File: src/rtl/ast_sc_fifo.sv
// ast_sc_fifo: single-clock Avalon-ST FIFO carrying {data, sop, eop, empty}
// entries, with the same ready latency on the sink and source sides.
// Optional store-and-forward mode holds the source back until a complete
// packet is stored. An oversized packet that fills the array switches to
// cut-through until its EOP leaves, so the FIFO cannot deadlock.
// Fill level, almost-full/almost-empty flags and a sticky overflow flag are
// also provided.

module ast_sc_fifo #(
  parameter int DATABITS_PER_SYMBOL = 8,
  parameter int SYMBOLS_PER_BEAT    = 4,
  parameter int DATA_WIDTH          = DATABITS_PER_SYMBOL * SYMBOLS_PER_BEAT,
  parameter int EMPTY_WIDTH         = (SYMBOLS_PER_BEAT > 1) ? $clog2(SYMBOLS_PER_BEAT) : 1,
  parameter int ADDR_WIDTH          = 4,
  parameter int READY_LATENCY       = 2,
  parameter int STORE_FORWARD       = 0,
  parameter int ALMOST_FULL_TH      = (2 ** ADDR_WIDTH) - 2,
  parameter int ALMOST_EMPTY_TH     = 2
) (
  input  logic                   clk_i,
  input  logic                   rst_i,
  // sink side
  input  logic [DATA_WIDTH-1:0]  snk_data_i,
  input  logic                   snk_valid_i,
  input  logic                   snk_sop_i,
  input  logic                   snk_eop_i,
  input  logic [EMPTY_WIDTH-1:0] snk_empty_i,
  output logic                   snk_ready_o,
  // source side
  output logic [DATA_WIDTH-1:0]  src_data_o,
  output logic                   src_valid_o,
  output logic                   src_sop_o,
  output logic                   src_eop_o,
  output logic [EMPTY_WIDTH-1:0] src_empty_o,
  input  logic                   src_ready_i,
  // status
  output logic [ADDR_WIDTH:0]    fill_level_o,
  output logic                   almost_full_o,
  output logic                   almost_empty_o,
  output logic                   overflow_o
);

  localparam int DEPTH       = 2 ** ADDR_WIDTH;
  localparam int ENTRY_W     = DATA_WIDTH + 2 + EMPTY_WIDTH;
  localparam int RDY_LIMIT_I = DEPTH - READY_LATENCY;

  // Level constants sized to the fill counter so every compare is width-matched.
  localparam logic [ADDR_WIDTH:0] DEPTH_LVL = DEPTH[ADDR_WIDTH:0];
  localparam logic [ADDR_WIDTH:0] RDY_LIMIT = RDY_LIMIT_I[ADDR_WIDTH:0];
  localparam logic [ADDR_WIDTH:0] AF_LVL    = ALMOST_FULL_TH[ADDR_WIDTH:0];
  localparam logic [ADDR_WIDTH:0] AE_LVL    = ALMOST_EMPTY_TH[ADDR_WIDTH:0];
  localparam logic [ADDR_WIDTH:0] LVL_ONE   = {{ADDR_WIDTH{1'b0}}, 1'b1};

  // Parameter sanity: ready latency must fit the pipeline and leave headroom.
  if (READY_LATENCY < 0 || READY_LATENCY > 4) begin : g_bad_rl
    $error("ast_sc_fifo: READY_LATENCY must be within 0..4");
  end
  if (READY_LATENCY >= DEPTH) begin : g_bad_depth
    $error("ast_sc_fifo: READY_LATENCY must be smaller than the FIFO depth");
  end
  if (ALMOST_FULL_TH < 0 || ALMOST_FULL_TH > DEPTH ||
      ALMOST_EMPTY_TH < 0 || ALMOST_EMPTY_TH > DEPTH) begin : g_bad_th
    $error("ast_sc_fifo: almost thresholds must lie within 0..DEPTH");
  end

  logic [ENTRY_W-1:0]    mem [DEPTH];
  logic [ENTRY_W-1:0]    wr_entry;
  logic [ENTRY_W-1:0]    head_entry;
  logic [ADDR_WIDTH:0]   wr_ptr;
  logic [ADDR_WIDTH:0]   rd_ptr;
  logic [ADDR_WIDTH:0]   fill_level;
  logic                  snk_ready;
  logic                  src_valid;
  logic                  grant;
  logic                  perm;
  logic                  avail;
  logic                  wr_en;
  logic                  rd_en;
  logic                  overflow;
  logic                  head_eop;

  assign wr_entry   = {snk_data_i, snk_sop_i, snk_eop_i, snk_empty_i};
  assign head_entry = mem[rd_ptr[ADDR_WIDTH-1:0]];
  assign head_eop   = head_entry[EMPTY_WIDTH];

  // Sink stays ready only while every beat that may still be granted has room.
  assign snk_ready = !rst_i && (fill_level < RDY_LIMIT);

  assign wr_en     = snk_valid_i && grant;
  assign src_valid = perm && avail;
  assign rd_en     = src_valid;

  // Ready histories: a beat granted now was enabled READY_LATENCY cycles ago.
  if (READY_LATENCY == 0) begin : g_rl0
    assign grant = snk_ready;
    assign perm  = src_ready_i;
  end else begin : g_rl
    logic [READY_LATENCY-1:0] snk_rdy_hist;
    logic [READY_LATENCY-1:0] src_rdy_hist;

    // Shift both ready signals through READY_LATENCY stages.
    always_ff @(posedge clk_i or posedge rst_i) begin
      if (rst_i) begin
        snk_rdy_hist <= '0;
        src_rdy_hist <= '0;
      end else begin
        snk_rdy_hist[0] <= snk_ready;
        src_rdy_hist[0] <= src_ready_i;
        for (int i = 1; i < READY_LATENCY; i++) begin
          snk_rdy_hist[i] <= snk_rdy_hist[i-1];
          src_rdy_hist[i] <= src_rdy_hist[i-1];
        end
      end
    end

    assign grant = snk_rdy_hist[READY_LATENCY-1];
    assign perm  = src_rdy_hist[READY_LATENCY-1];
  end

  // Entry storage; contents need no reset because pointers define validity.
  always_ff @(posedge clk_i) begin
    if (wr_en) begin
      mem[wr_ptr[ADDR_WIDTH-1:0]] <= wr_entry;
    end
  end

  // Pointers wrap silently; the extra MSB tells full from empty.
  always_ff @(posedge clk_i or posedge rst_i) begin
    if (rst_i) begin
      wr_ptr <= '0;
      rd_ptr <= '0;
    end else begin
      if (wr_en) begin
        wr_ptr <= wr_ptr + LVL_ONE;
      end
      if (rd_en) begin
        rd_ptr <= rd_ptr + LVL_ONE;
      end
    end
  end

  // Fill level moves only when exactly one of write/read happens.
  always_ff @(posedge clk_i or posedge rst_i) begin
    if (rst_i) begin
      fill_level <= '0;
    end else begin
      case ({wr_en, rd_en})
        2'b10:   fill_level <= fill_level + LVL_ONE;
        2'b01:   fill_level <= fill_level - LVL_ONE;
        default: fill_level <= fill_level;
      endcase
    end
  end

  // A sink beat without a grant is lost; remember that until reset.
  always_ff @(posedge clk_i or posedge rst_i) begin
    if (rst_i) begin
      overflow <= 1'b0;
    end else if (snk_valid_i && !grant) begin
      overflow <= 1'b1;
    end
  end

  if (STORE_FORWARD != 0) begin : g_sf
    logic [ADDR_WIDTH:0] pkt_cnt;
    logic                cut_thru;
    logic                wr_eop;
    logic                rd_eop;

    assign wr_eop = wr_en && snk_eop_i;
    assign rd_eop = rd_en && head_eop;

    // Count complete packets held in the array.
    always_ff @(posedge clk_i or posedge rst_i) begin
      if (rst_i) begin
        pkt_cnt <= '0;
      end else begin
        case ({wr_eop, rd_eop})
          2'b10:   pkt_cnt <= pkt_cnt + LVL_ONE;
          2'b01:   pkt_cnt <= pkt_cnt - LVL_ONE;
          default: pkt_cnt <= pkt_cnt;
        endcase
      end
    end

    // Once a packet larger than the array fills it, keep streaming that
    // packet out until its EOP leaves; otherwise the first pop would drop
    // below full and the source would stall forever with the sink closed.
    always_ff @(posedge clk_i or posedge rst_i) begin
      if (rst_i) begin
        cut_thru <= 1'b0;
      end else if (rd_eop) begin
        cut_thru <= 1'b0;
      end else if (fill_level == DEPTH_LVL && pkt_cnt == '0) begin
        cut_thru <= 1'b1;
      end
    end

    assign avail = (fill_level != '0) &&
                   ((pkt_cnt != '0) || (fill_level == DEPTH_LVL) || cut_thru);
  end else begin : g_ct
    assign avail = (fill_level != '0);
  end

  assign snk_ready_o    = snk_ready;
  assign src_valid_o    = src_valid;
  assign src_data_o     = head_entry[ENTRY_W-1 -: DATA_WIDTH];
  assign src_sop_o      = head_entry[EMPTY_WIDTH+1];
  assign src_eop_o      = head_eop;
  assign src_empty_o    = head_entry[EMPTY_WIDTH-1:0];
  assign fill_level_o   = fill_level;
  assign almost_full_o  = (fill_level >= AF_LVL);
  assign almost_empty_o = (fill_level <= AE_LVL);
  assign overflow_o     = overflow;

endmodule

File: config.mk
export PLATFORM = sky130hd
export DESIGN_NAME = ast_sc_fifo
export DESIGN_NICKNAME = d
export VERILOG_FILES = /design/src/rtl/ast_sc_fifo.sv
export SDC_FILE = /design/constraint.sdc
export NUM_CORES = 1
export LEC_CHECK = 0
export ABC_AREA = 1
export BUFFER_PORTS_ARGS = -buffer_cell sky130_fd_sc_hd__buf_2
export CORE_MARGIN = 2
export CORE_UTILIZATION = 40
export CTS_BUF_LIST = sky130_fd_sc_hd__clkbuf_16
export CTS_CLUSTER_DIAMETER = 40
export DETAILED_ROUTE_END_ITERATION = 8
export GPL_TIMING_DRIVEN = 1
export PLACE_DENSITY_LB_ADDON = 0.12
export SYNTH_ARGS = -nofsm -noshare
export SYNTH_HDL_FRONTEND = slang
export SYNTH_SLANG_ARGS = --single-unit
File: constraint.sdc
create_clock -name clk_i -period 4.46 [get_ports clk_i]
set_input_delay 0.892 -clock clk_i [delete_from_list [all_inputs] [get_ports clk_i]]
set_output_delay 0.892 -clock clk_i [all_outputs]
set_load 0.02 [all_outputs]
==> flow_summary.toml, run 1 <==
[placement]
numPlacedInstances = 3288
pre_cts_ws_ns = 1.25
numPortBuffers = 85
finalWeightedCongestion = 0.764
detailedPlacementHpwl_um = 31600
placedInstanceArea_mm2 = 0.0270

[finish]
areaGrowthSynthToFinish_pct = 19.0
multi_input_comb_area_mm2 = 0.00561
share_of_the_core_filled_with_cells_pct = 48.1
final_cell_count_no_fill = 3466
area_taken_by_flip_flops_and_latches_mm2 = 0.0178
fillers = 5772
design.final.nets = 2588
drive_above_1_share_pct = 11.7
post-route-cell-area_mm2 = 0.0303

[global_route]
first_global_vias = 16200
grt_start_max_net_pins = 166
number_of_antenna_violations_at_the_first_check_in_global_routing = 2
global_route_total_overflow = 0
grt_pass1_wl_um = 99700
track_usage_pct = 20.0

[power_and_ir_drop]
power_density_mw_per_mm2 = 666
net-switching-power_mw = 7.20
total_leakage_power_nw = 13.0
ir_worst_vdd_v = 0.000558
comb_power_share_pct = 30.0
post-layout-total-power_mw = 20.2
power_frac_clock_pct = 37.4
pwr-share-seq_pct = 32.6
power.switching_fraction_pct = 35.7
cellInternalPower_mw = 13.0

[sta]
worst_max_slew_margin_expressed_relative_to_the_limit_pct = 40.3
grt_setup_unrepaired = "false"
finalSetupTns_ns = 0
holdWs_ns = 0.346
final_setup_viols = 0
report.final.slew_viol_count = 0
fin_skew_ns = 0.0231
max_clock_freq_mhz = 257
postLayoutSetupSlackWorst_ns = 0.562
period_needed_ns = 3.90
final_min_period_over_clock_period_pct = 87.4
worst_pin_slew_ns = 0.894
finalHoldViolCount = 0

[worst_setup_path]
path_max_fanout = 71
worst_ep_required_time_ns = 3.57
end_kind = "primary output"
cp-start-kind = "flip-flop"
timing.setup.critical_path_class = "flip-flop to primary output"
worst_ep_arrival_time_ns = 3.01

[routing]
drc = 0
detail_route.vias_per_cell = 4.79
routed_wire_length_per_instance_um = 18.9
ant_nets = 0
first_pass_iteration_count_of_the_detailed_router = 5
postRouteWirelength_um = 65500
detail_route.iter0.violations = 1235
route.vias.total = 16600

[job]
max_cap_violations = 0

[yosys]
netlist_area_mm2 = 0.0255
synth_warnings = 0
syn_inst = 2435
synth.yosys.seq_area_share_pct = 69.6
synthesis.area_per_instance_um2 = 10.5
netlist-cell-type-count = 22
synth.net_count = 2485
ffs_latches_synth = 594

[status]
outcome = "finished clean"

[clock_tree]
cts.root.buffer_cell = "clkbuf_16"
ctsHoldBuffers = 0
clock_path_buffers = 3
post-cts-setup-buffer-count = 0
post_cts_resize_count = 0
clk_pin_slew_ns = 0.05
insertion_delay_ns = 0.63
tritoncts_num_sinks = 594
clock_tree.htree_level_count = 3
tritoncts = "built"
numCtsBuffers = 94

[die]
core-area_mm2 = 0.0631
die_w_um = 256
die_ht_um = 256
ios = 86
core.rowCount = 92
start_util_pct = 40.4
die-area_mm2 = 0.0658

[min_path]
min-delay-path-class = "flip-flop to flip-flop"
[worst max-delay path: stages, from the launching register on]
cell and delay (ns):
dfrtp_4 0.62, inv_8 0.38, buf_4 0.51, nand2_1 0.09, nand2_1 0.07, nand2_1 0.05, nand3_1 0.10, nand3_1 0.09
nand2_1 0.16, buf_2 0.18
[cells in the final DEF, fill, tap and decap left out, drive strengths merged]
master	Yosys	layout
nand2	784	784
edfxtp	576	576
inv	449	467
nand3	440	440
buf	100	124
clkbuf	17	99
clkinv	0	35
nor2	21	21
dfrtp	18	18
bufinv	0	14
clkinvlp	0	11
ha	9	9
o21ai	5	5
xor2	5	5
xnor2	3	3
a21oi	2	2
diode	0	1
o21bai	1	1
or2	1	1
nand2b	1	1
o22ai	1	1
nand4	1	1
fa	1	1
[state kept, by name, summed over array words and instances, names as in the netlist]
name	count
mem	576
fill_level_o	5
rd_ptr	4
wr_ptr	4
g_rl.snk_rdy_hist	2
g_rl.src_rdy_hist	2
overflow_o	1
[worst paths after layout]
path	startpoint	end	depth (start not counted)	slack (ns)
worst max-delay path	rd_ptr[0]$_DFFE_PP0P_	src_data_o[29]	9	0.56
worst min-delay path	g_rl.snk_rdy_hist[0]$_DFF_PP0_	g_rl.snk_rdy_hist[1]$_DFF_PP0_	0	0.35
worst max register to register	wr_ptr[0]$_DFFE_PP0P_	mem[10][14]$_DFFE_PP_	5	2.03
worst min register to register	g_rl.snk_rdy_hist[0]$_DFF_PP0_	g_rl.snk_rdy_hist[1]$_DFF_PP0_	0	0.35
max in group asynchronous	rst_i	rd_ptr[2]$_DFFE_PP0P_	2	3.59
min in group asynchronous	rst_i	g_rl.snk_rdy_hist[1]$_DFF_PP0_	2	0.36
[power groups by stage]
stage / clock (mW) / combinational, mW / sequential [mW]
global route: 7.93 / 6.74 / 6.61
detailed placement: 0 / 6.12 / 6.70
finish: 7.55 / 6.06 / 6.58
CTS: 7.69 / 6.15 / 6.59
floorplan: 0 / 4.14 / 6.62
global placement: 0 / 6.11 / 6.69
[Yosys cell counts]
master    count  area (um2)
a21oi_1       2        10.0
buf_1        28         105
buf_2        57         285
buf_4        15         113
clkbuf_1     17        63.8
dfrtp_1      18         450
edfxtp_1    576       17300
fa_1          1        20.0
ha_1          9         113
inv_1       446        1670
inv_2         3        11.3
nand2_1     784        2940
nand2b_1      1        6.26
nand3_1     440        2200
nand4_1       1        6.26
nor2_1       21        78.8
o21ai_0       5        25.0
o21bai_1      1        7.51
o22ai_1       1        6.26
or2_2         1        6.26
xnor2_1       3        26.3
xor2_1        5        43.8
[area by class of cell]
class                      instances  area share (%)
timing repair buffer             124            2.94
clock buffer                      99            8.16
clock inverter                    78            2.77
inverter                         449            5.60
sequential                       594            58.5
antenna                            1         0.00825
multi-input combinational       1275            18.5
tap                              846            3.49
[metal layers]
metal	GRT usage [%]	vias up	share of wire [%]
met2	31.8	353	46
met3	3.16	91	4.6
met4	6.14	2	2.0
met5	0	-	0.020
li1	-	8107	-
met1	28.2	8064	47
[cell families (layout without fill, tap and decap cells)]
logic type / after synthesis / in the layout / synth area share [%]
simple gates: 1248 / 1248 / 20.6
flops: 594 / 594 / 69.6
buf+inv: 566 / 750 / 8.83
fa+ha+maj: 10 / 10 / 0.520
compound gates: 9 / 9 / 0.191
xor+xnor: 8 / 8 / 0.275
other cells: 0 / 1 / 0
Note: power is estimated with default switching activity, not from simulation.
==> inputs of run 2 (changes only) <==
--- a/config.mk
+++ b/config.mk
@@ -9,7 +9,6 @@
 export BUFFER_PORTS_ARGS = -buffer_cell sky130_fd_sc_hd__buf_2
 export CORE_MARGIN = 2
 export CORE_UTILIZATION = 40
-export CTS_BUF_LIST = sky130_fd_sc_hd__clkbuf_16
 export CTS_CLUSTER_DIAMETER = 40
 export DETAILED_ROUTE_END_ITERATION = 8
 export GPL_TIMING_DRIVEN = 1
==> run 2 against run 1 <==
Net effect: clock skew barely moved; fmax barely moved; largest power group unchanged; cell count did not move; design area barely moved; first-iteration DRC count barely moved.
==> flow_summary.toml, run 2 (synthesized netlist as in run 1, its figures left out) <==
[min_path]
min_delay_worst_endpoint = "g_rl.snk_rdy_hist[1]$_DFF_PP0_"
timing.hold.worst_path_depth = 0
hold_path_startpoint = "g_rl.snk_rdy_hist[0]$_DFF_PP0_"
min-delay-path-class = "flip-flop to flip-flop"

[routing]
routed_wire_length_per_instance_um = 18.9
postRouteWirelength_um = 65500
drc = 0
detail_route.iter0.violations = 1234
first_pass_iteration_count_of_the_detailed_router = 5
detail_route.vias_per_cell = 4.80
route.vias.total = 16600
ant_nets = 0

[worst_setup_path]
reg_to_reg_end = "mem[10][14]$_DFFE_PP_"
path_max_fanout = 71
reg_to_reg_slack_setup_ns = 2.03
end_kind = "primary output"
worst_ep_arrival_time_ns = 3.01
cp-start-kind = "flip-flop"
worstReg2RegStart = "wr_ptr[0]$_DFFE_PP0P_"
worst-r2r-cell-count = 5
worst_ep_required_time_ns = 3.57
timing.setup.critical_path_class = "flip-flop to primary output"

[sta]
report.final.slew_viol_count = 0
final_setup_viols = 0
finalSetupTns_ns = 0
worst_pin_slew_ns = 0.897
final_min_period_over_clock_period_pct = 87.5
worst_max_slew_margin_expressed_relative_to_the_limit_pct = 40.1
finalHoldViolCount = 0
max_clock_freq_mhz = 256
period_needed_ns = 3.90
fin_skew_ns = 0.0229
grt_setup_unrepaired = "false"

[finish]
share_of_the_core_filled_with_cells_pct = 48.1
design.final.nets = 2588
layout_common_cells = "nand2_1, edfxtp_1, inv_1, nand3_1, clkbuf_16"
drive_above_1_share_pct = 11.7
largest_register_ff_count = 576
areaGrowthSynthToFinish_pct = 19.1
mostFrequentLayoutCell = "nand2_1"

[power_and_ir_drop]
ir_worst_vdd_v = 0.000556
total_leakage_power_nw = 13.0
power_density_mw_per_mm2 = 667

[clock_tree]
insertion_delay_ns = 0.63
ctsHoldBuffers = 0
tritoncts = "built"
clock_path_buffers = 3
post-cts-setup-buffer-count = 0
post_cts_resize_count = 0
cts.root.buffer_cell = "clkbuf_16"
tritoncts_num_sinks = 594
clock_tree.htree_level_count = 3
numCtsBuffers = 94
clk_pin_slew_ns = 0.05

[global_route]
number_of_antenna_violations_at_the_first_check_in_global_routing = 2
track_usage_pct = 20.0
grt_start_max_net_pins = 166
first_global_vias = 16200
grt_pass1_wl_um = 99700
global_route_total_overflow = 0

[job]
max_cap_violations = 0

[die]
core.rowCount = 92
die-area_mm2 = 0.0658
die_ht_um = 256
ios = 86
start_util_pct = 40.4
die_w_um = 256
core-area_mm2 = 0.0631

[placement]
finalWeightedCongestion = 0.764
numPortBuffers = 85
detailedPlacementHpwl_um = 31600

[status]
outcome = "finished clean"
run 2: worst max-delay path by stage:
stage | startpoint | to | slack [ns] | cells past startpoint
global placement | rd_ptr[0]$_DFFE_PP0P_ | src_data_o[29] | 1.22 | 9
global route | rd_ptr[0]$_DFFE_PP0P_ | src_data_o[25] | 0.40 | 9
floorplan | snk_valid_i | mem[11][0]$_DFFE_PP_ | 1.25 | 4
CTS | rd_ptr[0]$_DFFE_PP0P_ | src_data_o[29] | 0.54 | 9
detailed placement | rd_ptr[0]$_DFFE_PP0P_ | src_data_o[29] | 1.25 | 9
finish | rd_ptr[0]$_DFFE_PP0P_ | src_data_o[29] | 0.56 | 9
run 2: worst max-delay path, cell delays in order, from the launching register on:
cell,delay (ns)
dfrtp_4,0.63
inv_8,0.38
buf_4,0.51
nand2_1,0.09
nand2_1,0.07
nand2_1,0.05
nand3_1,0.10
nand3_1,0.09
nand2_1,0.17
buf_2,0.18
run 2: per-layer routing:
layer	track usage, %	vias up	part of all wire, %
li1	-	8110	-
met4	6.14	2	2.0
met5	0	-	0.020
met2	31.8	361	46
met3	3.16	91	4.7
met1	28.2	8062	47
run 2: metrics by stage:
step / worst slack, ns / area, um2 / total power [mW] / std cells / hold WS [ns]
2_1_floorplan: 1.25 / 25500 / 10.8 / 2435 / 0.331
3_3_place_gp: 1.22 / 27000 / 12.8 / 3288 / 0.335
3_5_place_dp: 1.25 / 27000 / 12.8 / 3288 / 0.339
4_1_cts: 0.545 / 30400 / 20.5 / 3465 / 0.343
5_1_grt: 0.403 / 30400 / 21.3 / 3465 / 0.349
6_report: 0.559 / 30400 / 20.2 / 3466 / 0.346
run 2: cell type report:
| cell class | instances | area [um2] |
|---|---|---|
| Inverter | 449 | 1700 |
| Sequential cell | 594 | 17800 |
| Multi-Input combinational cell | 1275 | 5610 |
| Antenna cell | 1 | 2.50 |
| Fill cell | 5770 | 32700 |
| Tap cell | 846 | 1060 |
| Clock inverter | 70 | 811 |
| Timing Repair Buffer | 124 | 893 |
| Clock buffer | 107 | 2520 |
run 2: power by group:
part / switching (mW) / leakage, nW / internal, mW
sequential: 0.187 / 5.39 / 6.40
combinational: 4.34 / 5.96 / 1.73
clock: 2.69 / 1.60 / 4.90
total: 7.21 / 13.0 / 13.0
